## src/rtl/pc_sequencer.sv

```systemverilog
// Program-counter stage: next-PC selection, RUN/STALL/FLUSH sequencing, deferred $31 link write
// and the {V,N,Z} status register. Define PERF_CNT_EN to add taken_cnt/cycle_cnt counters.
module pc_sequencer #(
    parameter logic [31:0] RESET_PC = 32'h0000_0000,
    parameter logic [4:0]  LINK_REG = 5'd31
) (
    input  logic        clk,
    input  logic        reset,
    input  logic        stall,
    input  logic [2:0]  selectmux,
    input  logic        baln_out,
    input  logic        bneal_out,
    input  logic        jalpc,
    input  logic [31:0] branch_target,
    input  logic [31:0] mem_target,
    input  logic [25:0] jump_index,
    input  logic [31:0] reg_target,
    input  logic [2:0]  flags_in,
    input  logic        flags_we,
    output logic [2:0]  statusregister,
    output logic [31:0] pc,
    output logic [31:0] pc_plus4,
    output logic        flush,
    output logic        link_we,
    output logic [4:0]  link_addr,
    output logic [31:0] link_data
`ifdef PERF_CNT_EN
    ,
    output logic [31:0] taken_cnt,
    output logic [31:0] cycle_cnt
`endif
);

    localparam logic [1:0] ST_RUN   = 2'b00;
    localparam logic [1:0] ST_STALL = 2'b01;
    localparam logic [1:0] ST_FLUSH = 2'b10;

    logic [1:0]  state_q, state_d;
    logic [1:0]  resume_q, resume_d;
    logic [1:0]  eff_state;
    logic [31:0] pc_q, pc_d;
    logic [31:0] link_data_q, link_data_d;
    logic        link_pend_q, link_pend_d;
    logic [2:0]  status_q, status_d;
    logic [31:0] sel_target;
    logic        taken;
    logic        link_req;

    // While in STALL the stage behaves as the state it left once stall drops.
    assign eff_state = (state_q == ST_STALL) ? resume_q : state_q;
    assign pc_plus4  = pc_q + 32'd4;
    assign taken     = (selectmux == 3'b001) || (selectmux == 3'b010) ||
                       (selectmux == 3'b011) || (selectmux == 3'b100);
    assign link_req  = baln_out || bneal_out || jalpc || (selectmux == 3'b100);

    always_comb begin
        case (selectmux)
            3'b001:  sel_target = {branch_target[31:2], 2'b00};
            3'b010:  sel_target = {mem_target[31:2], 2'b00};
            3'b011:  sel_target = {pc_plus4[31:28], jump_index, 2'b00};
            3'b100:  sel_target = {reg_target[31:2], 2'b00};
            default: sel_target = pc_plus4;
        endcase
    end

    always_comb begin
        // NOTE: every output gets a default first so no path leaves it unassigned (no latch).
        state_d     = state_q;
        resume_d    = resume_q;
        pc_d        = pc_q;
        link_pend_d = link_pend_q;
        link_data_d = link_data_q;
        status_d    = status_q;
        if (stall) begin
            state_d  = ST_STALL;
            resume_d = eff_state;
        end else begin
            link_pend_d = 1'b0;
            if (flags_we) begin
                status_d = flags_in;
            end
            if (eff_state == ST_FLUSH) begin
                pc_d    = pc_plus4;
                state_d = ST_RUN;
            end else begin
                pc_d    = sel_target;
                state_d = taken ? ST_FLUSH : ST_RUN;
                if (link_req) begin
                    link_pend_d = 1'b1;
                    link_data_d = pc_plus4;
                end
            end
        end
    end

    always_ff @(posedge clk) begin
        // NOTE: state flops use non-blocking assignments so all of them update together.
        if (reset) begin
            state_q     <= ST_RUN;
            resume_q    <= ST_RUN;
            pc_q        <= RESET_PC;
            link_pend_q <= 1'b0;
            link_data_q <= 32'd0;
            status_q    <= 3'd0;
        end else begin
            state_q     <= state_d;
            resume_q    <= resume_d;
            pc_q        <= pc_d;
            link_pend_q <= link_pend_d;
            link_data_q <= link_data_d;
            status_q    <= status_d;
        end
    end

    assign pc             = pc_q;
    assign statusregister = status_q;
    assign flush          = (eff_state == ST_FLUSH) && !stall;
    assign link_we        = link_pend_q && !stall;
    assign link_addr      = LINK_REG;
    assign link_data      = link_data_q;

`ifdef PERF_CNT_EN
    logic [31:0] taken_cnt_q, taken_cnt_d;
    logic [31:0] cycle_cnt_q, cycle_cnt_d;

    always_comb begin
        taken_cnt_d = taken_cnt_q;
        if (!stall && (eff_state == ST_RUN) && taken) begin
            taken_cnt_d = taken_cnt_q + 32'd1;
        end
        cycle_cnt_d = cycle_cnt_q + 32'd1;
    end

    always_ff @(posedge clk) begin
        if (reset) begin
            taken_cnt_q <= 32'd0;
            cycle_cnt_q <= 32'd0;
        end else begin
            taken_cnt_q <= taken_cnt_d;
            cycle_cnt_q <= cycle_cnt_d;
        end
    end

    assign taken_cnt = taken_cnt_q;
    assign cycle_cnt = cycle_cnt_q;
`endif

endmodule

```

## config.mk

```make
export PLATFORM = sky130hd
export DESIGN_NAME = pc_sequencer
export DESIGN_NICKNAME = d
export VERILOG_FILES = /design/src/rtl/pc_sequencer.sv
export SDC_FILE = /design/constraint.sdc
export NUM_CORES = 1
export LEC_CHECK = 0
export BUFFER_PORTS_ARGS = -buffer_cell sky130_fd_sc_hd__buf_2
export CAP_MARGIN = 30
export CORE_MARGIN = 3
export CORE_UTILIZATION = 40
export CTS_BUF_LIST = sky130_fd_sc_hd__clkbuf_2
export DETAILED_ROUTE_END_ITERATION = 6
export PLACE_DENSITY_LB_ADDON = 0.3
export SKIP_CTS_REPAIR_TIMING = 1
export SYNTH_ARGS = -nofsm -noshare
export SYNTH_HDL_FRONTEND = slang
export SYNTH_SLANG_ARGS = --single-unit
```

## constraint.sdc

```tcl
create_clock -name clk -period 1.85 [get_ports clk]
set_input_delay 0.0925 -clock clk [delete_from_list [all_inputs] [get_ports clk]]
set_output_delay 0.0925 -clock clk [all_outputs]
set_load 0.01 [all_outputs]
```

* After elaboration in Yosys (flattened, before gate mapping)
Index checks and enable logic that the tools add are counted.
** Storage, ports and cells
- Flip-flop bits (word level) :: 72
- Output and inout bits :: 106
** Cells by class
- $add $sub $neg :: 1
- Equality and inequality tests :: 6
- Mux-type cells :: 8
- Bitwise gates (word level) :: 2
- Reduce and logical (&&, ||, !) cells :: 12
** Operators with widths (count)
- $pmux W32 S4 :: 1
- $add A32 B3 Y32 const B :: 1
- $mux W32 :: 1
- $eq A3 B2 Y1 const B :: 2
- $logic_or A1 B1 Y1 :: 6
- $mux W1 :: 4
- $mux W2 :: 2
- $eq A3 B1 Y1 const B :: 1
- $eq A3 B3 Y1 const B :: 1
- $reduce_and A3 Y1 :: 1
- $reduce_or A3 Y1 :: 1
- $eq A2 B1 Y1 const B :: 1
- $eq A2 B2 Y1 const B :: 1
- $logic_and A1 B1 Y1 :: 2
- $not A1 Y1 :: 2
- $reduce_and A2 Y1 :: 1
- $logic_not A1 Y1 :: 1

* Depth between registers and ports, before layout
- Depth after elaboration :: 7
- Gate-level depth with buffers :: 8
- Depth with buffers taken out :: 6

* Worst setup path before layout
Ideal clock, no wire load.
- Path kind :: reg-to-reg
- From :: register pc_q[2], in the netlist pc[2]
- To :: register pc_q[24], in the netlist pc[24]
- Library setup time :: 79 ps
- Arrival time :: 1798 ps
- Required time :: 1771 ps
- Setup slack :: -27 ps
- Cell stages (with the launch flop) :: 7
- Buffers on the path :: 0
- Cells stage by stage :: dfxtp_1 -> ha_1 -> nand3_2 -> nor2_1 -> nand4_1 -> or3_1 -> o211ai_1
** Between the ends
- Longest elaborated chain between the ends :: 3
** RTL lines
- start: declaration :: line 41 : logic [31:0] pc_q, pc_d;
- start signal: assignment :: line 108 : pc_q <= pc_d;
- $add A32 B3 Y32 * :: line 51 : assign pc_plus4 = pc_q + 32'd4;
- $pmux W32 S4 :: line 57 : case (selectmux)
- $mux W32 * :: line 82 : if (eff_state == ST_FLUSH) begin
Every way passes the cells marked *; elsewhere a longest branch is shown, timed or not.
A chain may end at the register's enable or synchronous reset.

* Worst setup path in the final report
- From :: register pc_q[2], in the netlist pc[2]
- To :: output pc_plus4[16]
** Between the ends
- Longest elaborated chain between the ends :: 1
** RTL lines
- $add A32 B3 Y32 :: line 51
- end: declaration :: line 22 : output logic [31:0] pc_plus4,
Every way passes these cells.

==> summary.txt <==
Run status
  • Status: finished with violations
  • Violated checks: negative hold slack, negative setup slack

Clock tree
  • H-tree depth reported by CTS: 3
  • Number of CTS-inserted buffers: 9
  • Bufs on Longest Clock Path: 2
  • Clock input transition at the sequential cells of the worst setup and hold paths: 0.21 ns
  • CTS Sinks: a little under 70
  • Clk root buf: sky130_fd_sc_hd__clkbuf_2
  • TritonCTS clock tree: done
  • Source-to-sink clock delay at the later pin of the worst-skew pair: 0.54 ns

STA
  • Number of failing setup endpoints in the final timing report: 36
  • Final max-slew violation count: 0
  • Final number of hold-violating endpoints: 1
  • Maximum clock frequency: ~410 MHz
  • Setup repair after global routing missed its margin: yes
  • Hold slack final: -0.01019 ns
  • Crit path setup slack, layout: -0.5876 ns
  • Max Clock Skew: ~0.019 ns
  • Post-layout minimum cycle time: around 2.4 ns
  • Final period utilization: 1.318

Critical path
  • Required arrival time at the worst endpoint: 1.76 ns
  • Data arrival at the endpoint of the critical path: around 2.4 ns
  • Start-to-end type of the worst setup path: reg2out
  • R2R Setup Slk: -0.12 ns
  • Critical path launch point type: flip-flop
  • Peak fanout along the critical path: 4
  • Critical path endpoint category: output port

Logic synthesis
  • Cell area after synthesis: 4408 sq um
  • Post-Syn Instances: 533
  • Most common flop cell mapped by yosys: sky130_fd_sc_hd__dfxtp_1
  • Number of warnings printed during yosys synthesis: 0
  • Average instance area after synthesis: between 8 and 9 sq um
  • Number of synthesized flops with an enable pin: 0
  • Fraction of registers with async set or reset after synthesis: 0
  • Register bit total from synthesis: 68
  • Yosys cell types: between 50 and 60
  • Sequential-to-total area share from yosys stat: 0.3088

Floorplan
  • X dimension of the die: about 110 microns
  • Total die area: 12320 sq um
  • Initial core utilization: 0.4195
  • Floorplan core area: approximately 11000 sq um
  • I/O pin cnt: 241
  • Die H: roughly 110 microns
  • Rows: 37

Layout
  • Filler cells: roughly 820
  • Ratio of cells with drive above 1 in the final layout: 0.5191
  • Post-layout net count: between 900 and 1000
  • Final Non-Filler Cells: about 1000
  • Area delta synth->final: 58.22%

Route
  • Iter 0 DRT Violations: 409
  • Antenna violation net count after detailed routing: 0
  • Vias per Instance: between 5 and 6
  • Routed wire length per instance: between 15 and 20 microns
  • Number of remaining DRC errors: 0
  • Overall routed net length: 18300 microns
  • Via count: approximately 5400
  • First-pass DRT Iterations: 5

GRT
  • Overall routing resource usage: 0.2524
  • GR Util met2: 0.4272
  • Pin count of the biggest net entering global routing: 48
  • Met3 capacity usage during global routing: 0.05131
  • Met1 track utilization from global routing: 0.3100
  • Most crowded layer after global routing: met2
  • Wire length of the first global-routing pass: between 20000 and 30000 microns
  • Via count of the first global-routing pass: 5000
  • Congestion Overflow GR: 0
  • Initial antenna violation count: 0

Place
  • Placer's final routability congestion estimate: 0.9659
  • HPWL after detailed placement: around 13000 microns
  • Pre-CTS setup slack: 0.03633 ns
  • Port Buffers: about 220
  • Number of instances in the placed design: 912

Pwr
  • Peak supply drop: about 0.00037 V
  • Leakage: between 3 and 4 nW
  • Pwr dens: ~540 nW/um^2
  • Overall power after layout: between 3 and 4 mW

Hold path
  • Path type of the worst min-delay path: in2reg

Job
  • Max-cap violations: 0
[synth_stat cells, drive strengths merged (4+ instances only)]
library cell / number / area, sq um
a211oi: 22 / 180.2
a21oi: 13 / 65.06
a22oi: 38 / 285.3
a31oi: 4 / 25.02
and3: 5 / 31.28
buf: 32 / 191.4
clkbuf: 18 / 67.56
dfxtp: 68 / 1361
inv: 27 / 101.4
mux2i: 34 / 340.3
nand2: 34 / 127.6
nand2b: 6 / 37.54
nand3: 15 / 85.08
nand4: 12 / 96.34
nor2: 54 / 207.7
nor2b: 8 / 50.05
nor3: 4 / 25.02
nor4: 7 / 118.9
o21ai: 30 / 150.2
o22ai: 27 / 168.9
o311ai: 9 / 78.83
xnor2: 6 / 52.55
xor2: 21 / 183.9
[state kept, by name (all words and copies together) (netlist names)]
| signal | cells |
|---|---|
| resume_q | 2 |
| link_data | 30 |
| state_q | 2 |
| statusregister | 3 |
| link_pend_q | 1 |
| pc | 30 |
[placed cells by master (no fill, tap or decap), types with 4 or more instances in the layout]
master and instances:
sky130_fd_sc_hd__a211oi_2 7, sky130_fd_sc_hd__o22ai_1 26, sky130_fd_sc_hd__xnor2_2 5, sky130_fd_sc_hd__nand3_4 4
sky130_fd_sc_hd__a22oi_1 38, sky130_fd_sc_hd__o311ai_1 9, sky130_fd_sc_hd__buf_2 218, sky130_fd_sc_hd__clkbuf_2 9
sky130_fd_sc_hd__nor4_4 6, sky130_fd_sc_hd__buf_6 17, sky130_fd_sc_hd__buf_4 81, sky130_fd_sc_hd__nand3_1 6
sky130_fd_sc_hd__nor2b_1 5, sky130_fd_sc_hd__o21ai_0 18, sky130_fd_sc_hd__a211oi_1 15, sky130_fd_sc_hd__conb_1 11
sky130_fd_sc_hd__dfxtp_2 20, sky130_fd_sc_hd__o21ai_1 12, sky130_fd_sc_hd__nand2_1 29, sky130_fd_sc_hd__xor2_2 16
sky130_fd_sc_hd__xor2_1 4, sky130_fd_sc_hd__nor2_1 48, sky130_fd_sc_hd__a31oi_1 4, sky130_fd_sc_hd__dlygate4sd3_1 7
sky130_fd_sc_hd__nand2b_1 6, sky130_fd_sc_hd__nand4_1 10, sky130_fd_sc_hd__nand2_2 5, sky130_fd_sc_hd__mux2i_1 34
sky130_fd_sc_hd__nand3_2 5, sky130_fd_sc_hd__inv_1 26, sky130_fd_sc_hd__and3_1 4, sky130_fd_sc_hd__a21oi_1 13
sky130_fd_sc_hd__dfxtp_1 47
[cell type report]
cell class / instances / area, sq um / area share
inverters: 27 / 101.3 / 0.01453
flip-flops and latches: 68 / 1390 / 0.1993
clock inverters: 7 / 91.34 / 0.01310
multi-input cells: 397 / 3103 / 0.4449
repair buffers: 328 / 2071 / 0.2969
diodes: 1 / 2.502 / 0.0003588
clock buffers: 9 / 45.04 / 0.006459
well taps: 136 / 170.2 / 0.02440
[path summary, 6_finish.rpt]
kind                        from            to  depth (start not counted)
hold / removal    mem_target[23]        pc[23]                          5
hold reg to reg     link_data[2]  link_data[2]                          2
setup reg to reg           pc[8]        pc[24]                          7
setup / recovery           pc[2]  pc_plus4[16]                          8
[cell families (layout without fill, tap and decap cells)]
group           Yosys count  in the layout  synth area share
compound gates          163            163            0.2640
xor+xnor                 27             27           0.05365
flops                    68             68            0.3088
buf+inv                  77            371           0.08175
fa+ha+maj                 1              1          0.002838
mux                      37             37           0.08487
simple gates            158            158            0.2024
other cells               2             12          0.001704
[metrics by stage]
step | area (sq um) | utilization | setup TNS, ns
after floorplan | 4444 | - | 0
after global placement | 5991 | 0.5701 | 0
after detailed placement | 5991 | 0.5701 | 0
after CTS | 6127 | 0.5830 | -13.05
after global routing | 6972 | 0.6634 | -15.73
final | 6974 | 0.6637 | -11.52
[critical path, cell delays in order, from the launching register on]
cell and delay, ns:
sky130_fd_sc_hd__dfxtp_2 0.42, sky130_fd_sc_hd__ha_4 0.16, sky130_fd_sc_hd__nand3_4 0.11, sky130_fd_sc_hd__buf_6 0.14
sky130_fd_sc_hd__nor4_4 0.38, sky130_fd_sc_hd__nand3_2 0.15, sky130_fd_sc_hd__xor2_2 0.25, sky130_fd_sc_hd__inv_1 0.06
sky130_fd_sc_hd__buf_2 0.14
[layer usage]
| layer | routed length, microns | part of all wire |
|---|---|---|
| met1 | 7356 | 0.40 |
| met2 | 8869 | 0.48 |
| met3 | 1447 | 0.079 |
| met4 | 621 | 0.034 |
| met5 | 0 | 0 |
[power breakdown]
group / leakage (nW) / total [mW] / switching [mW] / internal (mW)
registers: 0.566 / 1.63 / 0.0716 / 1.56
clock network: 0.0732 / 1.02 / 0.582 / 0.439
logic: 2.79 / 1.11 / 0.591 / 0.518
total: 3.43 / 3.76 / 1.24 / 2.51
(Power assumes the default switching activity.)
